[src/rtl/ddr_local_port_arbiter.sv]
`default_nettype none
// ============================================================================
//  Module   : ddr_local_port_arbiter
//  Purpose  : Merges NUM_PORTS local-interface masters onto one DDR controller
//             port with write-burst grant locking and read-return tag steering.
//  Options  : DDR_ARB_FIXED_PRIO_EN - fixed priority (port 0 highest) instead
//             of round-robin arbitration.
//  Revision : 1.0 - initial release
// ============================================================================
module ddr_local_port_arbiter #(
    parameter int NUM_PORTS = 2,
    parameter int ADDR_W    = 26,
    parameter int DATA_W    = 128,
    parameter int BE_W      = DATA_W / 8,
    parameter int SIZE_W    = 3,
    parameter int TAG_DEPTH = 8
) (
    input  logic                        phy_clk,
    input  logic                        global_reset_n,
    input  logic [NUM_PORTS-1:0]        p_write_req,
    input  logic [NUM_PORTS-1:0]        p_read_req,
    input  logic [NUM_PORTS*ADDR_W-1:0] p_address,
    input  logic [NUM_PORTS*DATA_W-1:0] p_wdata,
    input  logic [NUM_PORTS*BE_W-1:0]   p_be,
    input  logic [NUM_PORTS*SIZE_W-1:0] p_size,
    output logic [NUM_PORTS-1:0]        p_ready,
    output logic [DATA_W-1:0]           p_rdata,
    output logic [NUM_PORTS-1:0]        p_rdata_valid,
    output logic [ADDR_W-1:0]           local_address,
    output logic                        local_write_req,
    output logic                        local_read_req,
    output logic                        local_burstbegin,
    output logic [DATA_W-1:0]           local_wdata,
    output logic [BE_W-1:0]             local_be,
    output logic [SIZE_W-1:0]           local_size,
    input  logic                        local_ready,
    input  logic [DATA_W-1:0]           local_rdata,
    input  logic                        local_rdata_valid,
    input  logic                        local_init_done,
    output logic                        rd_orphan_err
);

    localparam int PW = (NUM_PORTS > 1) ? $clog2(NUM_PORTS) : 1;
    localparam int TW = (TAG_DEPTH > 1) ? $clog2(TAG_DEPTH) : 1;

    typedef enum logic [1:0] {
        ST_IDLE   = 2'd0,
        ST_CMD    = 2'd1,
        ST_WBURST = 2'd2
    } state_t;

    state_t              state_q, state_d;
    logic [PW-1:0]       grant_q, grant_d;
    logic [SIZE_W-1:0]   beat_q, beat_d;

    logic [PW+SIZE_W-1:0] tag_mem_q [TAG_DEPTH];
    logic [TW-1:0]       tag_wr_q, tag_wr_d;
    logic [TW-1:0]       tag_rd_q, tag_rd_d;
    logic [TW:0]         tag_cnt_q, tag_cnt_d;
    logic [SIZE_W-1:0]   rd_beat_q, rd_beat_d;
    logic                orphan_q, orphan_d;

    logic [ADDR_W-1:0]   addr_a  [NUM_PORTS];
    logic [DATA_W-1:0]   wdata_a [NUM_PORTS];
    logic [BE_W-1:0]     be_a    [NUM_PORTS];
    logic [SIZE_W-1:0]   size_a  [NUM_PORTS];

    logic [NUM_PORTS-1:0] req_any;
    logic                found;
    logic [PW-1:0]       pick;
    logic                g_wr, g_rd, rd_cmd;
    logic [SIZE_W-1:0]   g_size, g_size_eff;
    logic                tag_empty, tag_full, push, pop, beat_ok;
    logic [PW+SIZE_W-1:0] tag_head;
    logic [PW-1:0]       head_port;
    logic [SIZE_W-1:0]   head_size, rd_beat_inc;

    for (genvar i = 0; i < NUM_PORTS; i++) begin : g_port
        assign addr_a[i]        = p_address[i*ADDR_W +: ADDR_W];
        assign wdata_a[i]       = p_wdata[i*DATA_W +: DATA_W];
        assign be_a[i]          = p_be[i*BE_W +: BE_W];
        assign size_a[i]        = p_size[i*SIZE_W +: SIZE_W];
        assign p_rdata_valid[i] = beat_ok & (head_port == PW'(i));
    end

    assign req_any       = p_write_req | p_read_req;
    assign local_address = addr_a[grant_q];
    assign local_wdata   = wdata_a[grant_q];
    assign local_be      = be_a[grant_q];
    assign local_size    = size_a[grant_q];
    assign g_size        = size_a[grant_q];
    assign g_size_eff    = (g_size == '0) ? SIZE_W'(1) : g_size;
    assign g_wr          = p_write_req[grant_q];
    assign g_rd          = p_read_req[grant_q];
    // A port raising both requests is treated as a write.
    assign rd_cmd        = g_rd & ~g_wr;

`ifdef DDR_ARB_FIXED_PRIO_EN
    always_comb begin
        found = 1'b0;
        pick  = '0;
        for (int i = NUM_PORTS - 1; i >= 0; i--) begin
            if (req_any[i]) begin
                found = 1'b1;
                pick  = PW'(i);
            end
        end
    end
`else
    logic [PW-1:0] rr_ptr_q, rr_ptr_d;
    logic          cmd_done;

    always_comb begin
        int idx;
        idx   = 0;
        found = 1'b0;
        pick  = '0;
        for (int i = 0; i < NUM_PORTS; i++) begin
            idx = int'(rr_ptr_q) + i;
            if (idx >= NUM_PORTS) idx = idx - NUM_PORTS;
            if (!found && req_any[idx]) begin
                found = 1'b1;
                pick  = PW'(idx);
            end
        end
    end

    assign cmd_done = local_ready &
        (((state_q == ST_CMD) & ((g_wr & (g_size_eff == SIZE_W'(1))) | local_read_req)) |
         ((state_q == ST_WBURST) & g_wr & (beat_q == SIZE_W'(1))));

    always_comb begin
        rr_ptr_d = rr_ptr_q;
        if (cmd_done) rr_ptr_d = (grant_q == PW'(NUM_PORTS - 1)) ? '0 : grant_q + 1'b1;
    end

    always_ff @(posedge phy_clk or negedge global_reset_n) begin
        if (!global_reset_n) rr_ptr_q <= '0;
        else                 rr_ptr_q <= rr_ptr_d;
    end
`endif

    always_comb begin
        state_d          = state_q;
        grant_d          = grant_q;
        beat_d           = beat_q;
        local_write_req  = 1'b0;
        local_read_req   = 1'b0;
        local_burstbegin = 1'b0;
        p_ready          = '0;
        push             = 1'b0;
        case (state_q)
            ST_IDLE: begin
                if (local_init_done && found) begin
                    grant_d = pick;
                    state_d = ST_CMD;
                end
            end
            ST_CMD: begin
                local_burstbegin = 1'b1;
                local_write_req  = g_wr;
                local_read_req   = rd_cmd & ~tag_full;
                p_ready[grant_q] = local_ready & ~(rd_cmd & tag_full);
                if (g_wr && local_ready) begin
                    if (g_size_eff == SIZE_W'(1)) begin
                        state_d = ST_IDLE;
                    end else begin
                        beat_d  = g_size_eff - 1'b1;
                        state_d = ST_WBURST;
                    end
                end else if (local_read_req && local_ready) begin
                    push    = 1'b1;
                    state_d = ST_IDLE;
                end else if (!g_wr && !g_rd) begin
                    state_d = ST_IDLE;
                end
            end
            ST_WBURST: begin
                local_write_req  = g_wr;
                p_ready[grant_q] = local_ready;
                if (g_wr && local_ready) begin
                    beat_d = beat_q - 1'b1;
                    if (beat_q == SIZE_W'(1)) state_d = ST_IDLE;
                end
            end
            default: state_d = ST_IDLE;
        endcase
    end

    // Read return path: beats go to the port at the head of the tag FIFO.
    assign tag_empty   = (tag_cnt_q == '0);
    assign tag_full    = (tag_cnt_q == (TW+1)'(TAG_DEPTH));
    assign tag_head    = tag_mem_q[tag_rd_q];
    assign head_port   = tag_head[SIZE_W +: PW];
    assign head_size   = tag_head[SIZE_W-1:0];
    assign beat_ok     = local_rdata_valid & ~tag_empty;
    assign rd_beat_inc = rd_beat_q + 1'b1;
    assign pop         = beat_ok & (rd_beat_inc == head_size);
    assign p_rdata     = local_rdata;
    assign rd_orphan_err = orphan_q;

    always_comb begin
        tag_wr_d  = push ? tag_wr_q + 1'b1 : tag_wr_q;
        tag_rd_d  = pop ? tag_rd_q + 1'b1 : tag_rd_q;
        tag_cnt_d = tag_cnt_q;
        if (push && !pop) tag_cnt_d = tag_cnt_q + 1'b1;
        if (pop && !push) tag_cnt_d = tag_cnt_q - 1'b1;
        rd_beat_d = rd_beat_q;
        if (beat_ok) rd_beat_d = pop ? '0 : rd_beat_inc;
        orphan_d  = orphan_q | (local_rdata_valid & tag_empty);
    end

    always_ff @(posedge phy_clk or negedge global_reset_n) begin
        if (!global_reset_n) begin
            state_q   <= ST_IDLE;
            grant_q   <= '0;
            beat_q    <= '0;
            tag_wr_q  <= '0;
            tag_rd_q  <= '0;
            tag_cnt_q <= '0;
            rd_beat_q <= '0;
            orphan_q  <= 1'b0;
        end else begin
            state_q   <= state_d;
            grant_q   <= grant_d;
            beat_q    <= beat_d;
            tag_wr_q  <= tag_wr_d;
            tag_rd_q  <= tag_rd_d;
            tag_cnt_q <= tag_cnt_d;
            rd_beat_q <= rd_beat_d;
            orphan_q  <= orphan_d;
        end
    end

    always_ff @(posedge phy_clk) begin
        if (push) tag_mem_q[tag_wr_q] <= {grant_q, g_size_eff};
    end

endmodule
`default_nettype wire

[config.mk]
export PLATFORM = sky130hd
export DESIGN_NAME = ddr_local_port_arbiter
export DESIGN_NICKNAME = d
export VERILOG_FILES = /design/src/rtl/ddr_local_port_arbiter.sv
export SDC_FILE = /design/constraint.sdc
export NUM_CORES = 1
export LEC_CHECK = 0
export BUFFER_PORTS_ARGS = -buffer_cell sky130_fd_sc_hd__buf_2
export CAP_MARGIN = 20
export CORE_AREA = 2 2 306 308
export DETAILED_ROUTE_END_ITERATION = 7
export DIE_AREA = 0 0 308 310
export GPL_ROUTABILITY_DRIVEN = 0
export PLACE_DENSITY = 0.3
export SYNTH_ARGS = -nofsm -noshare
export SYNTH_HDL_FRONTEND = slang
export SYNTH_SLANG_ARGS = --single-unit
[constraint.sdc]
create_clock -name phy_clk -period 3 [get_ports phy_clk]
set_clock_uncertainty 0.15 [all_clocks]
set_input_delay 0.45 -clock phy_clk [delete_from_list [all_inputs] [get_ports phy_clk]]
set_output_delay 0.45 -clock phy_clk [all_outputs]
set_load 0.05 [all_outputs]
-- After elaboration in Yosys (flattened, before gate mapping)
Memory sizes are Yosys's and may differ from the RTL's.
Index checks and enable logic that the tools add are counted.
- flip-flop bits (word level): 21
- memory bits (writable): 32
- bits of input ports: 483
- output and inout bits: 309
- word-level logic and storage cells: 144
- memories: 1
- $add $sub $neg: 11
- order comparisons: 7
- equality and inequality tests: 12
- muxes and demuxes: 56
- bitwise logic cells: 26
- reduce and logical (&&, ||, !) cells: 22
- memories (name ; depth ; width ; rd ports ; clocked after memory_dff ; wr ports ; RTL line ; source):
    tag_mem_q ; 8 ; 4 ; 1 ; 0 ; 1 ; 56 ; logic [PW+SIZE_W-1:0] tag_mem_q [TAG_DEPTH];
- operators by type and width (kind ; number):
    $mux W128 ; 3
    $mux W26 ; 3
    $lt A32 B3 Y1 const B ; 2
    $mux W32 ; 2
    $mux W16 ; 3
    $mux W1 ; 24
    $mux W3 ; 8
    $and A1 B1 Y1 ; 14
    $mux W2 ; 7
    $add A3 B1 Y3 const B ; 3
    $logic_and A1 B1 Y1 ; 8
    $mux W4 ; 2
    $reduce_and A4 Y1 ; 2
    $eq A3 B1 Y1 const B ; 2
    $ne A2 B1 Y1 const B ; 3
    $pmux W2 S3 ; 1
    $pmux W3 S2 ; 1
    $sub A3 B1 Y3 const B ; 2
    $logic_not A1 Y1 ; 5
    $not A1 Y1 ; 5
    $add A4 B1 Y4 const B ; 1
    $and A2 B2 Y2 ; 2
    $eq A4 B4 Y1 const B ; 1
    $ge A2 B2 Y1 const B ; 2
    24 further kinds ; 28

-- Longest topological paths before layout
Gate-level depths: netlist (run 1).
- word-level depth: 12
- mapped depth: 13
- mapped depth without buffers: 11

-- Worst setup path before layout (run 1)
No wires, ideal clock.
- path kind: register to register
- from: reg tag_rd_q[0]
- to: reg tag_cnt_q[3]
- library setup time: 0.125 ns
- data arrival time: 2.932 ns
- required time: 2.725 ns
- path slack: -0.207 ns
- stages on the path, launching flop included: 14
- buffers on the path: 2
- clock period less this slack: 3.207 ns
- path through: dfrtp_1 > buf_6 > buf_12 > mux2i_1 > mux4_2 > xnor2_2 > nor4_4 > ha_1 > ha_1 > a21o_1 > a21oi_1 > xnor2_1 > nor2_1 > xor2_1
- longest elaborated chain between the ends: 6
- elaborated cells between the ends (all ways): 8
- those cells by class: eq/ne: 1; mux: 1; bitwise: 1; reduce/logical: 4; memory: 1
- RTL lines (item ; RTL line ; source):
    start: declaration ; 58 ; logic [TW-1:0] tag_rd_q, tag_rd_d;
    start signal: assignment ; 228 ; tag_rd_q <= tag_rd_d;
    $mem_v2 Z8 W4 * ; -- ;
    $eq A3 B3 Y1 * ; 198 ; assign pop = beat_ok & (rd_beat_inc == head_size);
    $and A1 B1 Y1 * ; 198 ;
    net pop ; 73 ; logic tag_empty, tag_full, push, pop, beat_ok;
    $logic_not A1 Y1 ; 206 ; if (push && !pop) tag_cnt_d = tag_cnt_q + 1'b1;
    $logic_and A1 B1 Y1 ; 206 ;
    $reduce_bool A2 Y1 (no source line) ; -- ;
    end signal: assignment ; 229 ; tag_cnt_q <= tag_cnt_d;
    end: declaration ; 59 ; logic [TW:0] tag_cnt_q, tag_cnt_d;
The timed path passes the listed nets; every way through them passes the cells marked *.
A chain may end at the register's enable or synchronous reset.

-- Final worst setup path (run 1)
Same ends and word-level chain as after synthesis.

==> metrics, run 1 <==
status finished, violations left; failing checks hold timing; Least-Margin Pin Slew 542 ps; crit path capture type flop; drt drc 0; CTS H-tree lvls 2; final worst-path cycle share 0.997; area delta synth->final 62.9%; wl on met1 20600 um; WP buf/inv 1; Data required, critical path 3030 ps; Num CTS Buffers 5; Slew Viols, Final 0; delay-heaviest family, CP multiplexers; share of cells above drive strength 1 0.799; Critical path destination tag_cnt_q[3]; Reg2Reg Setup Slack 8 ps; Yosys cell types 43; full die area 95500 sq um; Worst VDD drop 0.000425 V; routed vias 6048; Post-synth EDFFs 32; Worst path max stage delay 500 ps; startpoint types flop; fin crit period 2990 ps; register area share after synthesis 0.261; fillers 10800; Main synth FF type edfxtp_1; fin util 0.100; Hold Buf Count CTS 0; LEAKAGE 0.00409 uW; RR Startpoint tag_rd_q[0]; HPWL Detailed 46200 um; Fin. Hold Viols 21; Slowest cell on crit path mux4_2; mux contribution to synthesized area 0.403; post-route ant nets 0; Setup crit start tag_rd_q[0]; PD cells 936 nW/um^2; Synthesis Warnings 0; Final Worst Setup Slack 8.48 ps; number of port buffers 535; Starting DRT DRC Count 292; initial antenna violation count 75; Worst R2R End tag_cnt_q[3]; synth top area cells mux2_2, buf_4, edfxtp_1; Starting Density 0.0616; core area 92500 sq um; Synth async-reset ratio 0.396; FF+latch count, synth 53; Crit Path Max Fanout 10; clk sinks 53; R2R cell count 12; Ports 792; Tot GR Track Use 0.0983; cell taking the most area after synthesis mux2_2; first-pass GRT wire length 60000 um; fin nets 1439; drt total wl 49800 um; Synth Area in XOR/XNOR 0.0242; number of max-cap violations 0; critical path type flop to flop; Vias/cell 2.78; Post-Synth Simple-Gate Area 0.0457; Mapped Area 5700 sq um; Die Y 310 um; ordered cell list for the critical path buf_6 -> mux2i_1 -> mux4_2 -> xor2_2 -> nor4_4 -> ha_2 -> ha_4 -> a21o_1 -> a21oi_2 -> xnor2_1 -> nor2_1 -> xor2_1; Clk Latency, worst-skew pair 300 ps; Root Buffer clkbuf_16; met3 WL 10300 um; Hold WS -20.4 ps; Hold WC Path Type primary input to asynchronous set/reset pin; synthesized area per cell 10.7 sq um; met2 wire len 17200 um; Synth Area in Adders 0.0321; Peak Freq 334 MHz; Synth top area share 0.346; # rows 112; CP arrival 3020 ps; critical path depth in cells 12; Post-Synthesis Cells 531; WL per Instance 22.9 um; Post-Syn Nets 1028; main combinational cell family by area after synthesis multiplexers; largest net degree at the start of global routing 73; relative slew slack 0.635; clock slew at reported path FFs 80 ps; DR top layer met5; CTS tree yes; Place WS -33.3 ps; GRT Residual Overflow 0; Setup-failing EPs final 0; vias in the first global route 5866; RSZ-0062 raised after global routing true; Compound-Gate Fraction of Synth Area 0.0321; Pre-Repair DR Iteration Count 4; clock buffer depth 2; Die X 308 um
-- layout make-up --
cell class | count | area [sq um] | area share
antenna | 33 | 82.6 | 0.00890
clock buffer | 5 | 125 | 0.0135
clock inverter | 3 | 28.8 | 0.00310
inverter | 18 | 67.6 | 0.00728
multi-input combinational | 307 | 3090 | 0.333
sequential | 53 | 1490 | 0.161
tap | 1197 | 1500 | 0.161
timing repair buffer | 557 | 2900 | 0.312
-- metal layers --
| metal | global-route usage | vias to the layer above |
|---|---|---|
| li1 | - | 2624 |
| met1 | 0.123 | 2709 |
| met5 | 0 | - |
| met3 | 0.0896 | 113 |
| met2 | 0.119 | 566 |
| met4 | 0.0222 | 36 |
-- state kept, by name, indices dropped and copies added (netlist names) --
register / cells
grant_q: 1
tag_mem_q: 32
tag_cnt_q: 4
state_q: 2
beat_q: 3
rr_ptr_q: 1
tag_wr_q: 3
rd_orphan_err: 1
rd_beat_q: 3
tag_rd_q: 3
-- metrics by stage --
stage	area, sq um	hold slack, ps	setup TNS [ps]	power [uW]	instances
after floorplan	5720	4.41	-147	6770	531
after global placement	9010	326	-67.3	8110	2130
after detailed placement	9010	328	-33.3	8100	2130
after CTS	9180	6.61	-27.6	8760	2139
after global routing	9210	18.3	-97.0	9160	2147
final	9280	-20.4	0	8680	2173
-- how the worst min path moves through the flow --
stage,from,end,slack (ps),cells past startpoint
global placement,global_reset_n,rd_orphan_err,330,1
global route,global_reset_n,tag_cnt_q[1],20,1
floorplan,global_reset_n,beat_q[0],4,0
finish,global_reset_n,rd_orphan_err,-20,1
CTS,global_reset_n,tag_cnt_q[1],7,1
detailed placement,global_reset_n,rd_orphan_err,330,1
-- logic make-up after synthesis --
| family | count (synthesis) |
|---|---|
| xor+xnor | 14 |
| simple gates | 52 |
| mux | 200 |
| fa+ha+maj | 14 |
| compound gates | 27 |
| buf+inv | 171 |
| flops | 53 |
-- cells in the mapped netlist, types with 2 or more instances --
master and instances:
nor2b_1 2, inv_1 18, nor2_1 16, xnor2_2 2, a21o_1 3, nand2_1 14, a21oi_1 3, nor3_1 4
dfrtp_1 21, nor4_1 3, a211oi_1 2, xnor2_1 5, mux2i_1 19, o41ai_1 2, mux4_1 2, nand3_1 2
mux2_2 175, xor2_1 7, mux4_2 3, and3_1 2, buf_4 129, ha_1 13, clkbuf_1 21, edfxtp_1 32
nand2b_1 4, o31ai_1 2, o21ai_0 9
-- power breakdown --
| group | internal (uW) | switching (uW) |
|---|---|---|
| clock | 321 | 295 |
| sequential | 979 | 205 |
| combinational | 2250 | 4630 |
-- repair_timing --
action | 4_1_cts | 5_1_grt
pin swaps | 2 | 1
setup endpoints to repair | 1 | 3
hold endpoints to repair | 0 | 0
resized for setup | 1 | 3
setup buffers | 1 | 1
-- layout by cell type, fill, tap and decap left out, types with 11 or more instances in the layout --
| cell | n |
|---|---|
| nand2_1 | 14 |
| diode_2 | 33 |
| ha_1 | 11 |
| mux2_2 | 175 |
| dfrtp_1 | 20 |
| edfxtp_1 | 32 |
| inv_1 | 18 |
| buf_2 | 535 |
| mux2i_1 | 18 |
| buf_4 | 17 |
| nor2_1 | 16 |
Power figures use the tool's default switching activity.
==> run 2: changes to the inputs <==
Settings changed: CORE_AREA 2 2 306 308 to 2 2 309 311, CTS_CLUSTER_SIZE set to 24, DIE_AREA 0 0 308 310 to 0 0 311 313.
Clock period 3 ns to 3.4 ns, I/O delays scaled along.
==> run 2 against run 1 <==
  * The flow now finishes without violations
  * First-iteration DRC count increased by 56%
  * Largest cell class unchanged
  * Sequential power shrank 14%
  * Combinational power down 13%
  * Wire length increased by 0.62%
  * Critical path depth stayed put
  * Critical path type unchanged
  * Cell count rose by 1.7%
  * Worst setup slack improved by 280 ps
  * Sequential share of layout area grew 0.20 points
  * Non-clock buffer count decreased by 14
  * Register-to-register slack improved by 280 ps
==> metrics, run 2 (same netlist as run 1, synthesis figures left out) <==
status completed; CP arrival 3140 ps (+120 ps); max reg flops 32 (unchanged); Crit Path Max Fanout 16 (+6); final worst-path cycle share 0.914 (-0.0830); Worst path max stage delay 500 ps (about the same); cell mode on critical path ha_1; delay-heaviest family, CP multiplexers; clock buffer depth 2 (unchanged); Root Buffer clkbuf_16; clk sinks 53 (unchanged); area delta synth->final 60.9%; clock slew at reported path FFs 80 ps (about the same); biggest regs tag_mem_q (32), tag_cnt_q (4); drt total wl 50100 um (+0.62%); Least-Margin Pin Slew 640 ps (+97.8 ps); Post-Layout Cell Count 2209 (+1.7%); Starting Density 0.0605 (-0.00110); design area 9160 sq um (-1.2%); Starting DRT DRC Count 456 (+56%); gr busiest metal met2; fin nets 1425 (-0.97%); post-route ant nets 0 (unchanged); Clk Latency, worst-skew pair 300 ps (about the same); Ports 792 (unchanged); initial antenna violation count 80 (+6.7%); number of max-cap violations 0 (unchanged); Slew Viols, Final 0 (unchanged); Setup-failing EPs final 0 (unchanged); Hold Buf Count CTS 0 (unchanged); vias in the first global route 6029 (+2.8%); WP buf/inv 1 (unchanged); crit path capture type flop; most common cell after layout, fill and taps aside buf_2; Post-CTS Resized 0 (-1); share of cells above drive strength 1 0.790 (-0.00842); met1 Track Usage GR 0.113 (-0.0101); drt drc 0 (unchanged); Num CTS Buffers 5 (unchanged); commonest non-fill, non-tap cells in the layout buf_2, mux2_2, edfxtp_1; setup bufs post-CTS 0 (-1); critical path type flop to flop; number of port buffers 535 (unchanged); setup TNS 0 ps (unchanged); Design Power 7550 uW (-13%); ordered cell list for the critical path buf_12 -> mux2i_1 -> mux4_2 -> xnor2_2 -> nor4_4 -> ha_1 -> ha_1 -> a21o_1 -> a21oi_1 -> xnor2_1 -> nor2_1 -> xor2_1; startpoint types flop; GRT Residual Overflow 0 (unchanged); HPWL Detailed 46000 um (-0.42%); Tot GR Track Use 0.0974 (-0.000899); # rows 113 (+0.89%); WL per Instance 22.7 um (-1.0%); Die Y 313 um (+0.97%); core area 94200 sq um (+1.8%); Data required, critical path 3440 ps (+410 ps); fin crit period 3110 ps (+117 ps); Fin. Hold Viols 0 (-100%); CTS tree yes; Vias/cell 2.77 (-0.51%); CTS H-tree lvls 2 (unchanged); Hold WC Path Type primary input to asynchronous set/reset pin; largest net degree at the start of global routing 95 (+30%); Die X 311 um (+0.97%); first-pass GRT wire length 62000 um (+3.3%); Placed Instances 2186 (+2.6%); relative slew slack 0.573 (-0.0619); Peak Freq 322 MHz (-3.8%); placed cell area 8970 sq um (-0.40%); largest register by flop count tag_mem_q; full die area 97300 sq um (+2.0%); PD cells 824 nW/um^2 (-12%); GR Util met2 0.139 (+0.0205); Slowest cell on crit path mux4_2; Pre-Repair DR Iteration Count 4 (unchanged); RSZ-0062 raised after global routing false; met3 Use GR 0.0866 (-0.00296); LEAKAGE 0.00401 uW (-1.9%); routed vias 6117 (+1.1%); Worst VDD drop 0.000355 V (-16%)
==> run 2: changes by cell type in the layout (fill, tap and decap cells not counted), sizes merged <==
cell and delta:
diode -18, buf -14, clkinv -1, inv +1
==> run 2: worst register-to-register path, delay by kind of cell (launching register included) <==
family,cells,cell delay [ps]
flops,1,400
xor+xnor,3,450
buf+inv,1,170
mux,2,630
fa+ha+maj,2,470
simple gates,2,370
compound gates,2,350
==> run 2: worst paths after layout <==
path                                    from       endpoint  slack, ps  depth (start not counted)
hold reg to reg                rd_orphan_err  rd_orphan_err        320                          1
setup / recovery                 tag_rd_q[0]   tag_cnt_q[3]        290                         12
setup reg to reg                 tag_rd_q[0]   tag_cnt_q[3]        290                         12
hold / removal                global_reset_n  rd_orphan_err         40                          1
min in group phy_clk       local_rdata_valid  rd_orphan_err        290                          2
max in group asynchronous     global_reset_n        grant_q       2640                          1
==> run 2: report_power, final <==
group / internal (uW) / total (uW) / switching (uW)
Clock: 282 / 545 / 263
Combinational: 1880 / 5990 / 4100
Sequential: 864 / 1020 / 157
==> run 2: layout make-up <==
cell class / count / area [sq um]
tap: 1265 / 1580
clock inverter: 3 / 26.3
multi-input combinational: 307 / 3060
inverter: 18 / 67.6
fill: 11100 / 85000
timing repair buffer: 543 / 2780
antenna: 15 / 37.5
clock buffer: 5 / 125
sequential: 53 / 1490
==> run 2: through the flow <==
step	utilization	setup WS [ps]	hold WS, ps
after global routing	0.0970	89.2	79.9
final	0.0973	292	40.4
after global placement	0.0953	245	301
after detailed placement	0.0953	293	308
after CTS	0.0969	270	73.8
after floorplan	-	193	64.4
==> run 2: metal layers <==
layer | vias to the layer above | routed length (um)
li1 | 2574 | -
met1 | 2761 | 19300
met2 | 628 | 20000
met3 | 116 | 10000
met4 | 38 | 553
met5 | - | 236
==> run 3: changes to the inputs <==
Settings changed: CELL_PAD_IN_SITES_DETAIL_PLACEMENT set to 1, CELL_PAD_IN_SITES_GLOBAL_PLACEMENT set to 1, CORE_AREA 2 2 309 311 to 2 2 308 310, DIE_AREA 0 0 311 313 to 0 0 310 312, PLACE_DENSITY 0.3 to 0.36.
==> run 3 against run 2 <==
  * Wire length fell by 9.4%
  * Critical path depth did not move
  * Cell count fell by 0.45%
  * Via count fell by 3.4%
==> metrics, run 3 (same netlist as run 1, synthesis figures left out) <==
Place WS 195 ps (-97.4 ps); PD cells 822 nW/um^2 (-0.25%); # rows 112 (-0.88%); Final Worst Setup Slack 192 ps (-99.3 ps); number of max-cap violations 0 (unchanged); max reg flops 32 (unchanged); area delta synth->final 60.9% (about the same); initial antenna violation count 51 (-36%); setup bufs post-CTS 0 (unchanged); drt total wl 45400 um (-9.4%); Reg area 1490 sq um (unchanged); share of cells above drive strength 1 0.790 (about the same); critical path type flop to flop; commonest non-fill, non-tap cells in the layout buf_2, mux2_2, edfxtp_1; Least-Margin Pin Slew 688 ps (+47.7 ps); GRT Residual Overflow 0 (unchanged); Starting DRT DRC Count 217 (-52%); drt drc 0 (unchanged); clock buffer depth 2 (unchanged); Worst VDD drop 0.000302 V (-15%); fin util 0.0985 (+0.00120); Hold Buf Count CTS 0 (unchanged); footprint of the multi-input gates 3060 sq um (unchanged); Ports 792 (unchanged); fin crit period 3210 ps (+99.3 ps); relative slew slack 0.542 (-0.0318); CTS tree yes; CTS H-tree lvls 2 (unchanged); LEAKAGE 0.00403 uW (+0.40%); Num CTS Buffers 5 (unchanged); Tot GR Track Use 0.0893 (-0.00810); Die X 310 um (-0.32%); WL per Instance 20.6 um (-9.0%); fin nets 1429 (+0.28%); HPWL Detailed 42000 um (-8.7%); core area 93000 sq um (-1.2%); number of port buffers 535 (unchanged); Slew Viols, Final 0 (unchanged); Vias/cell 2.69 (-3.0%); Root Buffer clkbuf_16; largest register by flop count tag_mem_q; Clk Latency, worst-skew pair 300 ps (about the same); Data required, critical path 3430 ps (about the same); largest net degree at the start of global routing 87 (-8.4%); biggest regs tag_mem_q (32), tag_cnt_q (4); full die area 96700 sq um (-0.64%); final worst-path cycle share 0.943 (+0.0292); Setup-failing EPs final 0 (unchanged); clk sinks 53 (unchanged); CP arrival 3240 ps (+100 ps); Die Y 312 um (-0.32%); setup TNS 0 ps (unchanged); Post-CTS Resized 0 (unchanged); post-route ant nets 0 (unchanged); Peak Freq 312 MHz (-3.1%); Pre-Repair DR Iteration Count 4 (unchanged); vias in the first global route 6261 (+3.8%); Crit Path Max Fanout 16 (unchanged); Hold WC Path Type primary input to asynchronous set/reset pin; clock slew at reported path FFs 80 ps (about the same); Fin. Hold Viols 0 (unchanged); routed vias 5909 (-3.4%); status completed; crit path capture type flop; RSZ-0062 raised after global routing false; first-pass GRT wire length 57800 um (-6.8%); startpoint types flop; Starting Density 0.0612 (+0.000724); most common cell after layout, fill and taps aside buf_2; fillers 11300 (+1.9%)
[run 3: cell count changes in the layout (fill, tap and decap cells not counted)]
cell,change
buf_4,+4
diode_2,-3
inv_6,-2
clkinv_1,+1
clkinv_4,+1
[run 3: critical path, cell delays in order (launching register included)]
cell and delay [ps]:
dfrtp_1 400, buf_12 170, mux2i_1 130, mux4_2 510, xnor2_2 180, nor4_4 320, ha_1 260, ha_1 240
a21o_1 180, a21oi_1 170, xnor2_1 150, nor2_1 70, xor2_1 140
[run 3: final cells by class]
class / instances / share of cell area
Clock buffer: 5 / 0.0136
Antenna cell: 12 / 0.00328
Timing Repair Buffer: 547 / 0.306
Sequential cell: 53 / 0.163
Multi-Input combinational cell: 307 / 0.334
Clock inverter: 3 / 0.00232
Inverter: 18 / 0.00737
Tap cell: 1254 / 0.171
[run 3: where the power goes]
| part | total (uW) | internal, uW | switching [uW] |
|---|---|---|---|
| clock | 529 | 276 | 253 |
| sequential | 1040 | 864 | 179 |
| combinational | 5960 | 1900 | 4060 |
| total | 7540 | 3040 | 4490 |
[run 3: per-stage QoR]
| step | power [uW] | cells | cell area (sq um) | hold slack, ps |
|---|---|---|---|---|
| 6_report | 7540 | 2199 | 9170 | 36.4 |
| 5_1_grt | 7970 | 2188 | 9140 | 75.7 |
| 4_1_cts | 7660 | 2187 | 9140 | 68.7 |
| 3_5_place_dp | 7110 | 2179 | 8990 | 335 |
| 3_3_place_gp | 7080 | 2179 | 8990 | 330 |
| 2_1_floorplan | 5960 | 531 | 5700 | 64.4 |
[run 3: layer usage]
metal  up-vias  global-route usage  part of all wire
li1       2570                   -                 -
met1      2695               0.108              0.41
met2       532               0.126              0.40
met3        84              0.0696              0.16
met4        28             0.00955             0.016
met5         -              0.0168            0.0078
[run 3: final timing paths]
| check | startpoint | to | slack (ps) | cells after the start |
|---|---|---|---|---|
| min | global_reset_n | grant_q | 40 | 1 |
| max in group asynchronous | global_reset_n | grant_q | 2650 | 1 |
| min reg2reg | rd_orphan_err | rd_orphan_err | 340 | 1 |
| max | tag_rd_q[0] | tag_cnt_q[3] | 190 | 12 |
| max reg2reg | tag_rd_q[0] | tag_cnt_q[3] | 190 | 12 |
| min in group phy_clk | local_rdata_valid | rd_orphan_err | 310 | 2 |
